===== src/rtl/k_fifo_mem_writer.sv =====
// Result-FIFO to K_DSP memory writer: pops a latched number of words and writes
// them to consecutive addresses of one bank, reporting busy and a done pulse.
module k_fifo_mem_writer #(
  parameter int DATA_W = 16,
  parameter int ADDR_W = 8,
  parameter int BANK_W = 2,
  parameter int LEN_W  = 9
) (
  input  logic              clk,
  input  logic              reset,
  input  logic              start,
  input  logic              abort,
  input  logic [ADDR_W-1:0] base_addr,
  input  logic [LEN_W-1:0]  length,
  input  logic [BANK_W-1:0] bank,
  input  logic              fifo_empty,
  input  logic [DATA_W-1:0] fifo_rd_data,
  output logic              fifo_rd_en,
  output logic              mem_write_enable,
  output logic [ADDR_W-1:0] mem_write_address,
  output logic [DATA_W-1:0] mem_write_data,
  output logic [BANK_W-1:0] mem_bank,
  output logic              busy,
  output logic              done
);

  typedef enum logic [1:0] {IDLE, FETCH, WRITE, DONE} state_t;

  state_t            state, state_nxt;
  logic [ADDR_W-1:0] addr_q;
  logic [LEN_W-1:0]  count_q;
  logic [LEN_W-1:0]  len_q;
  logic [BANK_W-1:0] bank_q;

  // Transfer parameters are captured only on an accepted start so that later
  // changes on the inputs cannot disturb a transfer in flight.
  always_ff @(posedge clk or negedge reset) begin
    if (!reset) begin
      state   <= IDLE;
      addr_q  <= '0;
      count_q <= '0;
      len_q   <= '0;
      bank_q  <= '0;
    end else begin
      state <= state_nxt;
      case (state)
        IDLE: begin
          if (start) begin
            addr_q  <= base_addr;
            len_q   <= length;
            bank_q  <= bank;
            count_q <= '0;
          end
        end
        WRITE: begin
          addr_q  <= addr_q + 1'b1;
          count_q <= count_q + 1'b1;
        end
        default: ;
      endcase
    end
  end

  // An abort in FETCH suppresses the pop so no FIFO word is lost; in WRITE the
  // already-popped word is still written before returning to IDLE.
  always_comb begin
    state_nxt         = state;
    fifo_rd_en        = 1'b0;
    mem_write_enable  = 1'b0;
    mem_write_address = '0;
    mem_write_data    = '0;
    mem_bank          = '0;
    busy              = 1'b0;
    done              = 1'b0;
    case (state)
      IDLE: begin
        if (start) begin
          state_nxt = (length == '0) ? DONE : FETCH;
        end
      end
      FETCH: begin
        busy = 1'b1;
        if (abort) begin
          state_nxt = IDLE;
        end else if (!fifo_empty) begin
          fifo_rd_en = 1'b1;
          state_nxt  = WRITE;
        end
      end
      WRITE: begin
        busy              = 1'b1;
        mem_write_enable  = 1'b1;
        mem_write_address = addr_q;
        mem_write_data    = fifo_rd_data;
        mem_bank          = bank_q;
        if (abort) begin
          state_nxt = IDLE;
        end else if (count_q == len_q - 1'b1) begin
          state_nxt = DONE;
        end else begin
          state_nxt = FETCH;
        end
      end
      DONE: begin
        done      = 1'b1;
        state_nxt = IDLE;
      end
      default: state_nxt = IDLE;
    endcase
  end

endmodule


===== config.mk =====
export PLATFORM = sky130hd
export DESIGN_NAME = k_fifo_mem_writer
export DESIGN_NICKNAME = d
export VERILOG_FILES = /design/src/rtl/k_fifo_mem_writer.sv
export SDC_FILE = /design/constraint.sdc
export NUM_CORES = 1
export LEC_CHECK = 0
export CAP_MARGIN = 0
export CORE_UTILIZATION = 45
export DETAILED_ROUTE_END_ITERATION = 6
export PLACE_DENSITY = 0.8
export SYNTH_ARGS = -nofsm -noshare
export SYNTH_HDL_FRONTEND = slang
export SYNTH_SLANG_ARGS = --single-unit

===== constraint.sdc =====
create_clock -name clk -period 2.3 [get_ports clk]
set_clock_uncertainty 0.15 [all_clocks]
set_input_delay 0.345 -clock clk [delete_from_list [all_inputs] [get_ports clk]]
set_output_delay 0.345 -clock clk [all_outputs]
set_load 0.005 [all_outputs]

==> results.py, run 1 <==
metrics = {
    "run_status": {
        "status": "completed",
    },
    "synth": {
        "yosysWarnings": 0,
        "synth.area.top_cells": "dfrtp_1 38%, and2_1 7.9%, mux2_2 6.8%",
        "syn_area_mm2": 0.00197,
        "yosysTopAreaCellShare_pct": 38.0,
        "yosys.area.top_type": "dfrtp_1",
        "syn_nets": 268,
        "avgSynthCellArea_um2": 8.93,
        "yosysSeqAreaShare_pct": 38.0,
        "ys_ff_latch": 30,
        "synth.distinct_cells": 41,
        "netlist_instances": 221,
    },
    "clock_tree": {
        "cts_sinks": 30,
        "clock-root-buffer": "clkbuf_8",
        "insertion_delay_ps": 280,
        "htree_levels": 2,
        "cts_tree": "built",
        "cts_hold_buffers": 0,
        "cts_buffers": 5,
        "cts_buffer_depth": 2,
        "clk_pin_slew_ps": 70,
    },
    "die": {
        "die_area_mm2": 0.00465,
        "rows": 23,
        "io_pins": 70,
        "start_util_pct": 47.9,
        "core_area_mm2": 0.00412,
        "die_h_um": 68.2,
        "die_w_um": 68.2,
    },
    "global_routing": {
        "grt_max_degree": 31,
        "gr-total-overflow": 0,
        "grt_pass1_wl_um": 7930,
        "grt_pass1_vias": 1670,
        "track_usage_pct": 23.4,
        "antenna_found_initial": 0,
    },
    "min_path": {
        "min_path_type": "input pin to asynchronous set/reset pin",
    },
    "timing": {
        "period_minus_slack_ps": 2270,
        "finalHoldViolCount": 0,
        "final.setup.worst_slack_ps": 26.0,
        "finalCritPeriodShare_pct": 98.9,
        "fmax_ghz": 0.440,
        "drv_slew": 0,
        "setup-violations-final": 0,
        "tightest_slew_ps": 567,
        "maxSlewHeadroom_pct": 61.8,
    },
    "power": {
        "ir_drop_uv": 566,
        "power_density_mw_per_mm2": 1030,
        "finalPower_mw": 3.22,
        "p_leak_nw": 1.64,
    },
    "setup_path": {
        "r2r_start": "state[0]$_DFFE_PN0P_",
        "startpoint": "state[0]$_DFFE_PN0P_",
        "reg2reg_setup_slack_ps": 110,
        "worstSetupEndpointType": "primary output",
        "worst_setup_path_start_kind": "register",
        "r2r_end": "addr_q[7]$_DFFE_PN0P_",
        "arrival_ps": 1780,
        "setup.worst_path.class": "register to primary output",
        "worstPathRequired_ps": 1800,
        "cp_max_fo": 10,
        "crit_end": "mem_write_data[11]",
        "r2r_cells": 9,
    },
    "final_layout": {
        "drive_above_1_share_pct": 14.1,
        "multi_input_area_mm2": 0.00117,
        "nets": 357,
        "utilization_pct": 75.8,
        "syn2layout_area_growth_pct": 58.1,
        "nFillCells": 266,
        "regArea_um2": 751,
        "num_antenna_cells": 0,
    },
    "routing": {
        "viasPerCell": 5.61,
        "ant_nets": 0,
        "num_vias": 2027,
        "dr.pass1.iters": 5,
        "drc": 0,
        "wl_per_cell_um": 16.7,
        "drt_wl_total_um": 6040,
        "drtIter0Drc": 186,
    },
    "run": {
        "maxCapViolations": 0,
    },
    "placed_design": {
        "io_buffers": 69,
        "gp_congestion": 0.810,
        "hpwlAfterDp_um": 3770,
        "pre_cts_ws_ps": 148,
    },
}
-- through the flow --
step	instances	TNS, ps	hold WS [ps]	instance area (µm²)
finish	361	0	305	3120
global route	361	-149	338	3120
floorplan	221	0	-101	1970
CTS	348	0	320	2910
detailed placement	338	0	334	2760
global placement	338	0	330	2760
-- critical path, cell delays in order, from the launching register on --
cell and delay (ps):
dfrtp_1 390, inv_2 90, ha_4 250, buf_16 160, and2_1 110, clkdlybuf4s50_1 490
-- layer usage --
| layer | GRT usage [%] | vias to the layer above | share of wire (%) |
|---|---|---|---|
| met5 | 0 | - | 0 |
| met4 | 9.90 | 0 | 2.7 |
| met3 | 4.67 | 14 | 5.4 |
| met2 | 35.3 | 76 | 49 |
| met1 | 32.3 | 979 | 43 |
| li1 | - | 958 | - |
-- cells in the final DEF (no fill, tap or decap), types with 6 or more instances in the layout --
master	count
clkdlybuf4s50_1	48
dfrtp_1	30
and2_1	24
dlymetal6s2s_1	21
nor2_1	18
nand2_1	16
buf_4	16
mux2_2	12
o21ai_0	12
a21oi_1	10
nand3_1	9
xnor2_1	9
inv_1	8
xor2_1	7
ha_1	6
-- how the worst min path moves through the flow --
| stage | startpoint | to | slack (ps) | cells past startpoint |
|---|---|---|---|---|
| after global placement | addr_q[6]$_DFFE_PN0P_ | addr_q[6]$_DFFE_PN0P_ | 330 | 1 |
| after CTS | reset | addr_q[3]$_DFFE_PN0P_ | 320 | 2 |
| after detailed placement | addr_q[6]$_DFFE_PN0P_ | addr_q[6]$_DFFE_PN0P_ | 330 | 1 |
| after floorplan | reset | addr_q[0]$_DFFE_PN0P_ | -100 | 0 |
| final | reset | addr_q[3]$_DFFE_PN0P_ | 310 | 2 |
| after global routing | reset | addr_q[5]$_DFFE_PN0P_ | 340 | 2 |
-- final cells by class --
cell class / count / share of cell area [%]
Sequential cell: 30 / 24.1
Clock buffer: 7 / 2.45
Tap cell: 50 / 2.01
Timing Repair Buffer: 91 / 32.0
Inverter: 9 / 1.08
Multi-Input combinational cell: 173 / 37.5
Clock inverter: 1 / 0.963
-- what timing repair did --
item / in CTS / in global routing
gates cloned: 1 / 4
buffers inserted: 1 / 9
gates resized for setup: 4 / 22
endpoints found under the setup margin: 26 / 17
-- flip-flops by register name (all words and copies together) (netlist names) --
| signal | flops |
|---|---|
| count_q | 9 |
| len_q | 9 |
| addr_q | 8 |
| bank_q | 2 |
| state | 2 |
-- cells in the mapped netlist --
| cell | number |
|---|---|
| dfrtp_1 | 30 |
| and2_1 | 25 |
| nor2_1 | 18 |
| nand2_1 | 16 |
| mux2_2 | 12 |
| o21ai_0 | 12 |
| a21oi_1 | 10 |
| inv_1 | 9 |
| nand3_1 | 9 |
| xnor2_1 | 9 |
| clkbuf_1 | 7 |
| ha_1 | 7 |
| xor2_1 | 7 |
| a31oi_1 | 4 |
| mux2i_1 | 3 |
| nand3b_1 | 3 |
| nand4_1 | 3 |
| nand4b_1 | 3 |
| nor2b_1 | 3 |
| nor3_1 | 3 |
| nor4_1 | 3 |
| o31ai_1 | 3 |
| and3_1 | 2 |
| nand2b_1 | 2 |
| or3_1 | 2 |
| a211oi_1 | 1 |
| a221oi_1 | 1 |
| a311oi_1 | 1 |
| a32o_1 | 1 |
| a41oi_1 | 1 |
| and3b_1 | 1 |
| buf_1 | 1 |
| buf_2 | 1 |
| nor3b_1 | 1 |
| o211ai_1 | 1 |
| o22a_1 | 1 |
| o22ai_1 | 1 |
| o2bb2ai_1 | 1 |
| o311ai_0 | 1 |
| or2_2 | 1 |
| or4b_1 | 1 |
-- power by group --
group | internal [mW] | switching (mW) | total [mW]
sequential | 0.731 | 0.235 | 0.966
combinational | 0.954 | 0.787 | 1.74
clock | 0.324 | 0.191 | 0.514
total | 2.01 | 1.21 | 3.22
-- cell families (layout without fill, tap and decap cells) --
logic type | Yosys count | after routing | share of synthesized area, %
muxes | 15 | 15 | 8.37
adders and majority gates | 7 | 7 | 4.44
xor gates and xnor gates | 16 | 16 | 7.10
DFF | 30 | 30 | 38.0
buffers and inverters | 18 | 108 | 3.49
and+or+nand+nor | 96 | 96 | 26.3
AOI/OAI and AO/OA | 39 | 39 | 12.2
No activity file was read; power rests on OpenSTA's default activity.
==> inputs of run 2 (changes only) <==
--- a/config.mk
+++ b/config.mk
@@ -5,7 +5,7 @@
 export SDC_FILE = /design/constraint.sdc
 export NUM_CORES = 1
 export LEC_CHECK = 0
-export CAP_MARGIN = 0
+export CAP_MARGIN = 10
 export CORE_UTILIZATION = 45
 export DETAILED_ROUTE_END_ITERATION = 6
 export PLACE_DENSITY = 0.8
==> results of run 2 <==
Same layout as run 1: the final DEF is identical, and so are final timing and power.
